`config.mk`:
```
export PLATFORM = sky130hd
export DESIGN_NAME = mtimer
export DESIGN_NICKNAME = d
export VERILOG_FILES = /design/src/rtl/mtimer.sv
export SDC_FILE = /design/constraint.sdc
export NUM_CORES = 1
export LEC_CHECK = 0
export CAP_MARGIN = 15
export CORE_AREA = 5 5 135 137
export DETAILED_ROUTE_END_ITERATION = 16
export DIE_AREA = 0 0 140 142
export PLACE_DENSITY_LB_ADDON = 0.12
export SLEW_MARGIN = 20
export SYNTH_ARGS = -nofsm -noshare
export SYNTH_HDL_FRONTEND = slang
export SYNTH_SLANG_ARGS = --single-unit
```
`constraint.sdc`:
```
create_clock -name clk -period 5 [get_ports clk]
set_clock_uncertainty 0.05 [all_clocks]
set_input_delay 1.25 -clock clk [delete_from_list [all_inputs] [get_ports clk]]
set_output_delay 1.25 -clock clk [all_outputs]
set_load 0.02 [all_outputs]
```
`src/rtl/mtimer.sv`:
```
// RISC-V machine timer: 64-bit mtime/mtimecmp with a 2-state request/ready bus and a registered irq.
// Optional MTIMER_SHADOW_EN: a read of mtime lo latches mtime hi so a following hi read is carry-atomic.
module mtimer #(
   parameter logic [63:0] CMP_RESET   = 64'hFFFF_FFFF_FFFF_FFFF,
   parameter logic [63:0] MTIME_RESET = 64'h0
) (
   input  logic        clk,
   input  logic        res,
   input  logic        tick,
   input  logic        sel,
   input  logic        we,
   input  logic [1:0]  addr,
   input  logic [31:0] wdata,
   output logic [31:0] rdata,
   output logic        ready,
   output logic        irq
);

   localparam int unsigned XLEN = 64;
   localparam int unsigned WLEN = 32;

   typedef enum logic {
      S_IDLE = 1'b0,
      S_ACK  = 1'b1
   } state_e;

   state_e            state_q;
   logic [XLEN-1:0]   mtime_q, mtime_d;
   logic [XLEN-1:0]   cmp_q, cmp_d;
   logic [WLEN-1:0]   rdata_q, rdata_d;
   logic [WLEN-1:0]   rd_val;
   logic              ready_q;
   logic              irq_q;
   logic              accept, wr, rd;
`ifdef MTIMER_SHADOW_EN
   logic [WLEN-1:0]   shadow_q, shadow_d;
`endif

   // Next-state for registers; a write to an mtime half overrides (and drops) a same-cycle tick.
   always_comb begin
      accept  = (state_q == S_IDLE) && sel;
      wr      = accept && we;
      rd      = accept && !we;

      mtime_d = mtime_q;
      if (wr && (addr == 2'd0))      mtime_d[WLEN-1:0]    = wdata;
      else if (wr && (addr == 2'd1)) mtime_d[XLEN-1:WLEN] = wdata;
      else if (tick)                 mtime_d              = mtime_q + XLEN'(1);

      cmp_d = cmp_q;
      if (wr && (addr == 2'd2))      cmp_d[WLEN-1:0]    = wdata;
      else if (wr && (addr == 2'd3)) cmp_d[XLEN-1:WLEN] = wdata;

      case (addr)
         2'd0:    rd_val = mtime_q[WLEN-1:0];
`ifdef MTIMER_SHADOW_EN
         2'd1:    rd_val = shadow_q;
`else
         2'd1:    rd_val = mtime_q[XLEN-1:WLEN];
`endif
         2'd2:    rd_val = cmp_q[WLEN-1:0];
         default: rd_val = cmp_q[XLEN-1:WLEN];
      endcase

      rdata_d = rd ? rd_val : '0;

`ifdef MTIMER_SHADOW_EN
      shadow_d = shadow_q;
      if (rd && (addr == 2'd0))      shadow_d = mtime_q[XLEN-1:WLEN];
      else if (wr && (addr == 2'd1)) shadow_d = wdata;
`endif
   end

   // Bus FSM, registers and registered outputs.
   always_ff @(posedge clk or negedge res) begin
      if (!res) begin
         state_q  <= S_IDLE;
         mtime_q  <= MTIME_RESET;
         cmp_q    <= CMP_RESET;
         rdata_q  <= '0;
         ready_q  <= 1'b0;
         irq_q    <= 1'b0;
`ifdef MTIMER_SHADOW_EN
         shadow_q <= '0;
`endif
      end else begin
         case (state_q)
            S_IDLE:  state_q <= sel ? S_ACK : S_IDLE;
            default: state_q <= S_IDLE;
         endcase
         mtime_q  <= mtime_d;
         cmp_q    <= cmp_d;
         rdata_q  <= rdata_d;
         ready_q  <= accept;
         irq_q    <= (mtime_q >= cmp_q);
`ifdef MTIMER_SHADOW_EN
         shadow_q <= shadow_d;
`endif
      end
   end

   assign rdata = rdata_q;
   assign ready = ready_q;
   assign irq   = irq_q;

endmodule

```
# Word level (Yosys, flattened, before mapping)
# Cells that the tools add are included.
[word_totals]
register_bits = 163
in_bits = 39
elab_cells = 39
[classes]
addsub = 1
n_lt_le_gt_ge = 1
eq_ne = 4
mux = 8
bitwise_logic = 3
n_reduce_logical = 14
[ops]
columns = ["op", "n"]
rows = [
  ["32-bit two-way mux", 4],
  ["32-bit one-hot mux with 3 select lines", 1],
  ["64-bit by 1-bit adder with 64-bit output, second input constant", 1],
  ["64-bit greater-or-equal comparator", 1],
  ["64-bit two-way mux", 1],
  ["1-bit logical AND", 7],
  ["2-bit AND reduction", 3],
  ["2-bit == test, second input constant", 2],
  ["2-bit nonzero test", 2],
  ["1-bit NOT", 3],
  ["2-bit by 1-bit == test with 1-bit output, second input constant", 1],
  ["2-bit zero test", 1],
  ["1-bit two-way mux", 2],
  ["2-bit != test, second input constant", 1],
  ["1-bit zero test", 1],
]

# Depth between registers and ports, before layout
[depth]
word_depth = 6
mapped_depth = 9

# Worst setup path before layout
# OpenSTA, ideal clock, no wires.
[synth_path]
path_type = "input to register"
startpoint = "input port addr[1]"
endpoint = "register mtime_q[52]"
setup_ns = 0.087
arrival_ns = 3.237
required_time_ns = 4.863
slack_ns = 1.626
path_stages = 8
path_cell_list = "buf_2 nand4bb_1 nand3_1 or3_1 buf_2 or3_4 or4_1 o211ai_1"
[synth_between]
elab_chain_cells = 4
word_cells_on_any_way = 8
classes_between = "1 x eq/ne; 1 x mux; 1 x bitwise; 5 x reduce/logical"
[synth_rtl]
columns = ["item", "line_no", "rtl"]
rows = [
  ["start, declared", "12", "input logic [1:0] addr,"],
  ["2-bit by 1-bit == test with 1-bit output / 2-bit zero test (equally long branches)", "47, 46", ""],
  ["1-bit logical AND (on tied branches)", "47, 46", ""],
  ["2-bit nonzero test (no line) / 1-bit NOT (equally long branches)", "-", ""],
  ["2-bit AND reduction (no line)", "-", ""],
  ["end signal, assigned", "91", "mtime_q <= mtime_d;"],
  ["end, declared", "28", "logic [XLEN-1:0] mtime_q, mtime_d;"],
]
# Parallel ways exist; a longest one is shown, timed or not.
# A chain may end at the register's enable or synchronous reset.

# Final worst setup path
[layout_path]
startpoint = "input port we"
endpoint = "register mtime_q[60]"
[layout_between]
elab_chain_cells = 4
word_cells_on_any_way = 7
classes_between = "1 x mux; 1 x bitwise; 5 x reduce/logical"
[layout_rtl]
columns = ["item", "line_no", "rtl"]
rows = [
  ["start, declared", "11", "input logic we,"],
  ["1-bit logical AND (*)", "42", "wr = accept && we;"],
  ["1-bit logical AND (on tied branches)", "47, 46", ""],
  ["2-bit nonzero test (no line) / 1-bit NOT (equally long branches)", "-", ""],
  ["2-bit AND reduction (no line)", "-", ""],
]
# Mark *: on every way between the ends. The rest lies on a longest branch, timed or not.

==> out/metrics.csv <==
metric,value,unit
vias in the first global route,7295,
top layer in use,met4,
Clock Tree Buf Depth,2,
hold endpoint,cmp_q[19]$_DFFE_PN1P_,
I/O pin count,73,
Synth async-reset ratio,1.00,
initial antenna violation count,0,
Worst setup SP type,input port,
DR pass1 iterations,5,
Mapped Area,9420,um2
"Avg Cell Area, Syn",10.1,um2
maxcap violations,0,
min-delay worst type,reg2reg,
Routed WL per cell,19.4,um
Worst EP arrival,3.77,ns
Port Buffers,72,
CP Capture Type,register,
WHS Path Cells,2,
Cells after Synth,932,
full die area,19900,um2
CP max stage cell,or3_1,
CTS tree,done,
root buffer cell,clkbuf_16,
Post-Route WL,23900,um
Logic pwr share,0.288,
H-tree depth,4,
"Seq/Total Area, Yosys",0.439,
Final ANT Viol Nets,0,
R2R Path End,mtime_q[53]$_DFFE_PN0P_,
P_leak,4.54,nW
FF-to-FF setup slack,1.97,ns
DRC,0,
Main synth FF type,dfrtp_1,
min-delay src,cmp_q[19]$_DFFE_PN1P_,
critical path buffer and inverter count,1,
worst path required time,5.30,ns
Critical R2R Launch,mtime_q[12]$_DFFE_PN0P_,
final hold vios,0,
Starting Density,0.556,
status,"finished, final reports clean",
dpl hpwl,16900,um
Sequential Power Share,0.432,
Critical Path Max Stage Delay,0.52,ns
fmax,288,MHz
switching power,1.57,mW
P&R area growth vs syn,16.0,%
worst slew pin tran,1.08,ns
TNS Setup,0,ns
Period minus WS final,3.47,ns
DR WL met3,1150,um
clock share of power,0.279,
Worst-Skew Late Latency,0.43,ns
Sw Share,0.330,
Synth Register Bits,162,
share of cells above drive strength 1,0.177,
unrepaired setup endpoints after global routing,no,
DRT iter0 DRCs,579,
Total Routing Usage GR,0.250,
Final setup violation count,0,
# rows,48,
routed wire length on met2,11700,um
"CTS clk-pin slew, worst paths",0.06,ns
Inserted Diodes,0,
Netlist cell types,53,
"Core Util, Final",0.645,
routed vias/inst,5.94,
worst vdd ir,0.288,mV
Int Power,3.19,mW
Post-synth EDFFs,0,
P per Cell Area,436,nW/um2
post-cts repair resize count,0,
syn_nets,1036,
setup bufs post-CTS,0,
"Largest delay share family, worst path",simple AND/OR/NAND/NOR gates,
"Slew Viols, Final",0,
routed length on met1,10600,um
GRT overflow,0,
"Max FO, Critical Path",13,
total CTS buffers,17,
Die X-Extent,140,um
Vias,7300,
first-pass GRT wire length,39200,um
Critical Setup Path Class,in2reg,
synth warn,0,
core area,16900,um2
largest net degree at the start of global routing,94,
Die H,142,um
Sink Count,162,
fin crit share,0.695,
hold-fix buffers at CTS,0,
gpl congestion,0.856,
critical-path cell list,clkdlybuf4s50_1 -> nand4bb_1 -> nand3_1 -> or3_1 -> or3_4 -> or4_1 -> a31oi_1,
fin nets,1095,
Slew HR,0.281,
Worst Reg-to-Reg Cells,6,
registers in the layout, summed over array words and instances (netlist names):
name and cells:
rdata 32, mtime_q 64, ready 1, irq 1, cmp_q 64
tightest hold or removal path: stages (launching register included):
cell and delay [ns]:
dfstp_2 0.36, inv_1 0.06, o21ai_0 0.08
layout by cell type (no fill, tap or decap), types with 15 or more instances in the layout:
master and n:
dfstp_2 64, mux2_2 33, nand2_1 109, o211ai_1 18, inv_1 71, dfrtp_1 98
nor2_1 60, nand4_1 24, clkdlybuf4s50_1 69, xor2_1 25, mux4_2 32, nor3_1 15
nor2b_1 34, a21oi_1 60, o21ai_0 46, clkbuf_16 17, ha_1 65, nand3_1 28
cell usage after synthesis (6+ instances only):
library cell	number	area (um2)
a211oi_1	6	45.0
a21oi_1	60	300
and3_1	11	68.8
and4_1	12	105
clkbuf_1	32	120
dfrtp_1	98	2450
dfstp_2	64	1680
ha_1	65	813
inv_1	71	267
mux2_2	33	372
mux4_2	32	721
nand2_1	109	409
nand3_1	28	140
nand4_1	24	150
nor2_1	61	229
nor2b_1	34	213
nor3_1	15	75.1
o211ai_1	18	135
o21ai_0	46	230
or4_1	7	52.6
xnor2_1	12	105
xor2_1	25	219
cell families after synthesis:
logic type | Yosys count | share of synthesized area
mux | 68 | 0.119
fa+ha+maj | 65 | 0.0863
flops | 162 | 0.439
simple gates | 327 | 0.173
compound gates | 160 | 0.101
buf+inv | 113 | 0.0464
xor+xnor | 37 | 0.0344
power groups by stage:
stage | Combinational, mW | Clock, mW | Sequential [mW]
after detailed placement | 1.36 | 0 | 2.07
after global routing | 1.55 | 1.41 | 2.11
after global placement | 1.31 | 0 | 2.05
final | 1.37 | 1.33 | 2.06
after floorplan | 0.969 | 0 | 1.97
after CTS | 1.38 | 1.35 | 2.05
how the worst max path moves through the flow:
stage,startpoint,to,slack (ns),depth (start not counted)
finish,we,mtime_q[60]$_DFFE_PN0P_,1.53,7
detailed placement,we,mtime_q[52]$_DFFE_PN0P_,1.10,7
floorplan,addr[1],mtime_q[52]$_DFFE_PN0P_,1.63,8
global route,we,mtime_q[52]$_DFFE_PN0P_,1.35,7
CTS,we,mtime_q[52]$_DFFE_PN0P_,1.55,7
global placement,we,mtime_q[56]$_DFFE_PN0P_,1.21,7
stage by stage:
| stage | hold WS (ns) | worst slack, ns | power [mW] | cells | cell area, um2 |
|---|---|---|---|---|---|
| after CTS | 0.468 | 1.55 | 4.78 | 1228 | 10900 |
| final | 0.465 | 1.53 | 4.76 | 1228 | 10900 |
| after floorplan | 0.435 | 1.63 | 2.94 | 932 | 9420 |
| after detailed placement | 0.456 | 1.10 | 3.43 | 1197 | 10300 |
| after global routing | 0.494 | 1.35 | 5.07 | 1228 | 10900 |
| after global placement | 0.453 | 1.21 | 3.36 | 1197 | 10300 |
final cells by class:
class,instances,area [um2]
clock inverters,11,136
repair buffers,82,800
well taps,225,282
multi-input cells,657,4860
flip-flops and latches,162,4130
inverters,71,267
fillers,1431,6010
clock buffers,20,457
layer usage:
metal  GRT usage  vias up
met3      0.0467       25
met5           0        -
met2       0.412      205
li1            -     3443
met4      0.0678        0
met1       0.344     3627
(Power assumes the default switching activity.)
